--- src/rtl/dense_pkg.sv ---
// Shared types and helpers for the dense-layer MAC: FSM state encoding,
// default fixed-point format and the signed saturation function.
package dense_pkg;

    localparam int DEF_DATA_W = 16;
    localparam int DEF_FRAC_W = 8;
    localparam int SAT_W      = 128;

    typedef enum logic [1:0] {
        S_LOAD    = 2'd0,
        S_COMPUTE = 2'd1,
        S_OUTPUT  = 2'd2
    } state_e;

    // Clamp a wide signed value into the signed range of data_w bits.
    function automatic logic signed [SAT_W-1:0] sat(input logic signed [SAT_W-1:0] v,
                                                    input int                     data_w);
        logic signed [SAT_W-1:0] hi;
        logic signed [SAT_W-1:0] lo;
        hi = (128'sd1 <<< (data_w - 1)) - 128'sd1;
        lo = ~hi;
        if (v > hi) begin
            sat = hi;
        end else if (v < lo) begin
            sat = lo;
        end else begin
            sat = v;
        end
    endfunction

endpackage

--- src/rtl/dense_layer_mac_mac_unit.sv ---
// Signed multiply-accumulate slice: either seeds the accumulator with the
// shifted bias plus the product, or adds the product to the running sum.
module mac_unit
    import dense_pkg::*;
#(
    parameter int DATA_W = DEF_DATA_W,
    parameter int FRAC_W = DEF_FRAC_W,
    parameter int ACC_W  = 40
) (
    input  logic              clk,
    input  logic              rst,
    input  logic              en_i,
    input  logic              load_i,
    input  logic [DATA_W-1:0] a_i,
    input  logic [DATA_W-1:0] b_i,
    input  logic [DATA_W-1:0] bias_i,
    output logic [ACC_W-1:0]  sum_o
);

    logic signed [2*DATA_W-1:0] a_ext_s;
    logic signed [2*DATA_W-1:0] b_ext_s;
    logic signed [2*DATA_W-1:0] prod_s;
    logic        [ACC_W-1:0]    prod_ext_s;
    logic        [ACC_W-1:0]    init_s;
    logic        [ACC_W-1:0]    acc_q;
    logic        [ACC_W-1:0]    acc_d;

    assign a_ext_s    = {{DATA_W{a_i[DATA_W-1]}}, a_i};
    assign b_ext_s    = {{DATA_W{b_i[DATA_W-1]}}, b_i};
    assign prod_s     = a_ext_s * b_ext_s;
    assign prod_ext_s = {{(ACC_W-2*DATA_W){prod_s[2*DATA_W-1]}}, prod_s};
    assign init_s     = {{(ACC_W-DATA_W){bias_i[DATA_W-1]}}, bias_i} << FRAC_W;

    // Next accumulator value: bias-seeded on the first term of a neuron.
    always_comb begin
        acc_d = acc_q;
        if (en_i) begin
            if (load_i) begin
                acc_d = init_s + prod_ext_s;
            end else begin
                acc_d = acc_q + prod_ext_s;
            end
        end else begin
            acc_d = acc_q;
        end
    end

    // Accumulator register.
    always_ff @(posedge clk) begin
        if (rst) begin
            acc_q <= '0;
        end else begin
            acc_q <= acc_d;
        end
    end

    assign sum_o = acc_d;

endmodule

--- src/rtl/dense_layer_mac.sv ---
// Fully-connected layer engine: LOAD an input vector, COMPUTE N_OUT dot
// products serially, then stream saturated results. Option: DENSE_LAYER_RELU_EN.
module dense_layer_mac
    import dense_pkg::*;
#(
    parameter int DATA_W = DEF_DATA_W,
    parameter int FRAC_W = DEF_FRAC_W,
    parameter int N_IN   = 8,
    parameter int N_OUT  = 4,
    parameter int ACC_W  = 40,
    localparam int WA_W  = (N_IN * N_OUT > 1) ? $clog2(N_IN * N_OUT) : 1,
    localparam int BA_W  = (N_OUT > 1) ? $clog2(N_OUT) : 1
) (
    input  logic              clk,
    input  logic              rst,
    input  logic              in_valid,
    output logic              in_ready,
    input  logic [DATA_W-1:0] in_data,
    input  logic              wt_we,
    input  logic [WA_W-1:0]   wt_addr,
    input  logic [DATA_W-1:0] wt_data,
    input  logic              bias_we,
    input  logic [BA_W-1:0]   bias_addr,
    input  logic [DATA_W-1:0] bias_data,
    output logic              out_valid,
    input  logic              out_ready,
    output logic [DATA_W-1:0] out_data,
    output logic              out_last,
    output logic              busy
);

    localparam int IW = (N_IN > 1) ? $clog2(N_IN) : 1;
    localparam logic [IW-1:0]   I_LAST = IW'(N_IN - 1);
    localparam logic [BA_W-1:0] J_LAST = BA_W'(N_OUT - 1);
    localparam logic [WA_W-1:0] P_LAST = WA_W'(N_IN * N_OUT - 1);

    if (ACC_W < 2 * DATA_W + $clog2(N_IN) + 1) begin : g_acc_chk
        $error("dense_layer_mac: ACC_W too narrow for DATA_W/N_IN");
    end

    state_e            state_q, state_d;
    logic [IW-1:0]     i_q, i_d;
    logic [BA_W-1:0]   j_q, j_d;
    logic [BA_W-1:0]   k_q, k_d;
    logic [WA_W-1:0]   ptr_q, ptr_d;
    logic              mac_en_s;
    logic              res_we_s;
    logic [ACC_W-1:0]  sum_s;
    logic signed [ACC_W-1:0] shift_s;
    logic [DATA_W-1:0] sat_s;
    logic [DATA_W-1:0] res_s;

    logic [DATA_W-1:0] x_q   [N_IN];
    logic [DATA_W-1:0] w_q   [N_IN*N_OUT];
    logic [DATA_W-1:0] b_q   [N_OUT];
    logic [DATA_W-1:0] res_q [N_OUT];

    mac_unit #(
        .DATA_W (DATA_W),
        .FRAC_W (FRAC_W),
        .ACC_W  (ACC_W)
    ) u_mac (
        .clk    (clk),
        .rst    (rst),
        .en_i   (mac_en_s),
        .load_i (i_q == '0),
        .a_i    (x_q[i_q]),
        .b_i    (w_q[ptr_q]),
        .bias_i (b_q[j_q]),
        .sum_o  (sum_s)
    );

    // Arithmetic shift floors toward -inf; then clamp into DATA_W.
    assign shift_s = $signed(sum_s) >>> FRAC_W;
    assign sat_s   = DATA_W'(sat({{(SAT_W-ACC_W){shift_s[ACC_W-1]}}, shift_s}, DATA_W));
`ifdef DENSE_LAYER_RELU_EN
    assign res_s = sat_s[DATA_W-1] ? '0 : sat_s;
`else
    assign res_s = sat_s;
`endif

    // Next-state and counter logic.
    always_comb begin
        state_d  = state_q;
        i_d      = i_q;
        j_d      = j_q;
        k_d      = k_q;
        ptr_d    = ptr_q;
        mac_en_s = 1'b0;
        res_we_s = 1'b0;
        case (state_q)
            S_LOAD: begin
                if (in_valid) begin
                    if (i_q == I_LAST) begin
                        i_d     = '0;
                        state_d = S_COMPUTE;
                    end else begin
                        i_d = i_q + IW'(1);
                    end
                end else begin
                    i_d = i_q;
                end
            end
            S_COMPUTE: begin
                mac_en_s = 1'b1;
                ptr_d    = (ptr_q == P_LAST) ? '0 : ptr_q + WA_W'(1);
                if (i_q == I_LAST) begin
                    res_we_s = 1'b1;
                    i_d      = '0;
                    if (j_q == J_LAST) begin
                        j_d     = '0;
                        state_d = S_OUTPUT;
                    end else begin
                        j_d = j_q + BA_W'(1);
                    end
                end else begin
                    i_d = i_q + IW'(1);
                end
            end
            S_OUTPUT: begin
                if (out_ready) begin
                    if (k_q == J_LAST) begin
                        k_d     = '0;
                        state_d = S_LOAD;
                    end else begin
                        k_d = k_q + BA_W'(1);
                    end
                end else begin
                    k_d = k_q;
                end
            end
            default: begin
                state_d = S_LOAD;
            end
        endcase
    end

    // Control state registers.
    always_ff @(posedge clk) begin
        if (rst) begin
            state_q <= S_LOAD;
            i_q     <= '0;
            j_q     <= '0;
            k_q     <= '0;
            ptr_q   <= '0;
        end else begin
            state_q <= state_d;
            i_q     <= i_d;
            j_q     <= j_d;
            k_q     <= k_d;
            ptr_q   <= ptr_d;
        end
    end

    // Data storage keeps its contents across reset; coefficients are frozen during COMPUTE.
    always_ff @(posedge clk) begin
        if (state_q == S_LOAD && in_valid) begin
            x_q[i_q] <= in_data;
        end
        if (wt_we && state_q != S_COMPUTE && int'(wt_addr) < N_IN * N_OUT) begin
            w_q[wt_addr] <= wt_data;
        end
        if (bias_we && state_q != S_COMPUTE && int'(bias_addr) < N_OUT) begin
            b_q[bias_addr] <= bias_data;
        end
        if (res_we_s) begin
            res_q[j_q] <= res_s;
        end
    end

    assign in_ready  = (state_q == S_LOAD);
    assign out_valid = (state_q == S_OUTPUT);
    assign busy      = (state_q == S_COMPUTE) || (state_q == S_OUTPUT);
    assign out_data  = out_valid ? res_q[k_q] : '0;
    assign out_last  = out_valid && (k_q == J_LAST);

endmodule

--- config.mk ---
export PLATFORM = sky130hd
export DESIGN_NAME = dense_layer_mac
export DESIGN_NICKNAME = d
export VERILOG_FILES = /design/src/rtl/dense_pkg.sv /design/src/rtl/dense_layer_mac_mac_unit.sv /design/src/rtl/dense_layer_mac.sv
export SDC_FILE = /design/constraint.sdc
export NUM_CORES = 2
export LEC_CHECK = 0
export CAP_MARGIN = 20
export CELL_PAD_IN_SITES_DETAIL_PLACEMENT = 0
export CELL_PAD_IN_SITES_GLOBAL_PLACEMENT = 1
export CORE_MARGIN = 5
export CORE_UTILIZATION = 35
export CTS_CLUSTER_SIZE = 24
export DETAILED_ROUTE_END_ITERATION = 10
export GPL_TIMING_DRIVEN = 1
export PLACE_DENSITY = 0.56
export SETUP_SLACK_MARGIN = 0.4
export SYNTH_ARGS = -nofsm -noshare
export SYNTH_HDL_FRONTEND = slang
export SYNTH_SLANG_ARGS = --single-unit
--- constraint.sdc ---
create_clock -name clk -period 16 [get_ports clk]
set_input_delay 3.2 -clock clk [delete_from_list [all_inputs] [get_ports clk]]
set_output_delay 3.2 -clock clk [all_outputs]
set_load 0.02 [all_outputs]
==> impl_metrics.yaml <==
flow_run:
  drv_cap: 0
yosys:
  syn_inst: 3151
  yosysMostFrequentCell: "edfxtp_1"
  ys.flop_type: "edfxtp_1"
  yosys_warnings: 0
  synthDistinctLibCells: 86
  synth_seq_cells: 834
  syn-num-nets: 3635
  yosysTopAreaCell: "edfxtp_1"
  synth.top_cells.by_count: "768 x edfxtp_1, 334 x inv_1, 318 x nor2_1"
  synth-edff-count: 768
  avgSynthCellArea_um2: 14.5
  netlist_area_mm2: 0.0456
  async_flop_share_pct: 0
  ys_top_cells_by_area: "edfxtp_1 51%, fa_1 12%, mux4_2 11%, ha_1 4.4%, dfxtp_1 2.9%"
  seq_area_frac_synth_pct: 53.5
  yosys.area.top_type_share_pct: 50.6
clocking:
  worstSkewPairLatency_ns: 0.71
  cts_root_buf: "clkbuf_16"
  htree_levels: 3
  cts_buffers: 90
  cts_sinks: 834
  post_cts_buffers: 0
  clockBufferDepth: 3
  cts_tree: "done"
  cts_resized: 0
  hold_buffers: 0
  clkTransAtPathRegs_ns: 0.06
placed_design:
  hpwlAfterDp_um: 83200
  dp.cells: 4910
  dpl_cell_area_mm2: 0.0487
  place_congestion: 0.831
  port_buffers: 80
timing:
  worst_pin_slew_ns: 1.16
  max_freq_mhz: 76.9
  fin_crit_sh_pct: 81.2
  maxSlewHeadroom_pct: 22.9
  rsz0062_at_grt: "false"
  setup_viol: 0
  final.setup.tns_ns: 0
  drv_slew: 0
  skew_ns: 0.0434
  min_period_ns: 13.00
  hold_violations: 0
finish:
  fin_nets: 3750
  syn2layout_area_growth_pct: 13.9
  post-route-cell-area_mm2: 0.0519
  fill_cells: 12100
  multi_input_area_mm2: 0.0196
  drive_above_1_share_pct: 16.3
  seqCellArea_mm2: 0.0244
  instances_no_fill: 5086
grt:
  grt_max_degree: 65
  grt_usage_pct: 18.0
  overflow: 0
  grt_pass1_wl_um: 185000
  antenna_found_initial: 2
  grt_pass1_vias: 28600
routing:
  wl_met3_um: 4580
  top_layer: "met5"
  wl_per_cell_um: 24.1
  first_pass_iters: 5
  wirelength_met1_um: 52800
  routed_via_density: 5.22
  wl_met2_um: 61800
  wl_um: 122000
  num_vias: 26500
  drtAntennaViolNets: 0
  drt-initial-drc-count: 1695
  route.detailed.drc: 0
worst_setup_path:
  worstSetupPathType: "register to register"
  cp_max_fo: 64
  critPathSlowestCell: "dfxtp_4"
  crit_required_ns: 16.37
  crit_arrival_ns: 13.36
  cp-start-kind: "register"
  end_kind: "register"
  r2r_cells: 38
  crit_path_max_incr_delay_ns: 1.03
  cp_common_cell: "fa_1"
floorplan:
  die_w_um: 371
  dieArea_mm2: 0.137
  start_util_pct: 35.2
  rows: 132
  core_area_mm2: 0.129
  ioPinCount: 81
  fp.dieH_um: 371
outcome:
  status: "finished, final reports clean"
hold_path:
  min_path_type: "register to register"
  whs_path_depth: 2
## stage by stage
step | setup WS, ns | util, % | hold slack, ns
CTS | 2.93 | 40.0 | 0.498
floorplan | 4.91 | - | 0.454
global placement | 3.06 | 37.6 | 0.465
global route | 2.31 | 40.1 | 0.525
detailed placement | 2.97 | 37.6 | 0.489
finish | 3.00 | 40.1 | 0.495
## logic make-up after synthesis
family	count (synthesis)	synth area share [%]
flops	834	53.5
simple gates	725	7.34
buf+inv	459	3.92
fa+ha+maj	423	16.0
compound gates	359	5.52
mux	281	12.4
xor+xnor	70	1.35
## area by class of cell
cell class	count	share of cell area, %
clock buffer	116	4.65
multi-input combinational	1858	37.9
sequential	834	47.0
antenna	1	0.00482
tap	1742	4.20
clock inverter	53	1.22
timing repair buffer	147	2.61
inverter	335	2.42
## per-layer routing
metal  vias up  global-route usage (%)
met3       184                    2.58
li1      11800                       -
met1     14000                    23.4
met4         2                    4.86
met5         -                       0
met2       560                    31.6
## worst max-delay path, delay by kind of cell (launching register included)
kind,cells,cell delay [ns]
fa+ha+maj,8,3.75
compound gates,14,3.59
buf+inv,7,1.43
simple gates,5,1.30
mux,3,1.07
flops,1,1.03
xor+xnor,1,0.40
## layout by cell type, fill, tap and decap left out, drive strengths merged, types with 16 or more instances in the layout
cell,netlist,final
edfxtp,768,768
inv,335,336
nor2,318,318
fa,264,264
mux4,224,224
nand2,161,161
ha,159,159
clkbuf,76,116
a21oi,91,91
clkdlybuf4s50,0,79
o21ai,70,70
buf,47,68
dfxtp,66,66
xnor2,55,55
nand2b,41,41
mux2i,39,39
clkinv,0,37
nor3,33,33
nand4,31,31
nand3,31,31
a211oi,30,30
and2,26,26
a21o,21,21
nor2b,19,19
mux2,18,18
o21bai,16,16
or2,16,16
a22oi,16,16
## final timing paths
| path | start | endpoint | slack [ns] |
|---|---|---|---|
| worst max-delay path | register | res_q[0][1] | 3.00 |
| worst min-delay path | u_mac.acc_q[6] | u_mac.acc_q[6] | 0.49 |
| worst max register to register | register | res_q[0][1] | 3.00 |
| worst min register to register | u_mac.acc_q[6] | u_mac.acc_q[6] | 0.49 |
## state kept, by name (all words and copies together) (netlist names), named ones only
register	flops
k_q	2
i_q	3
b_q	64
x_q	128
w_q	512
state_q	2
j_q	2
u_mac.acc_q	40
res_q	64
ptr_q	5
Power is not shown: default switching activity piles up to over one toggle a cycle in this logic, so the estimate is an artifact.
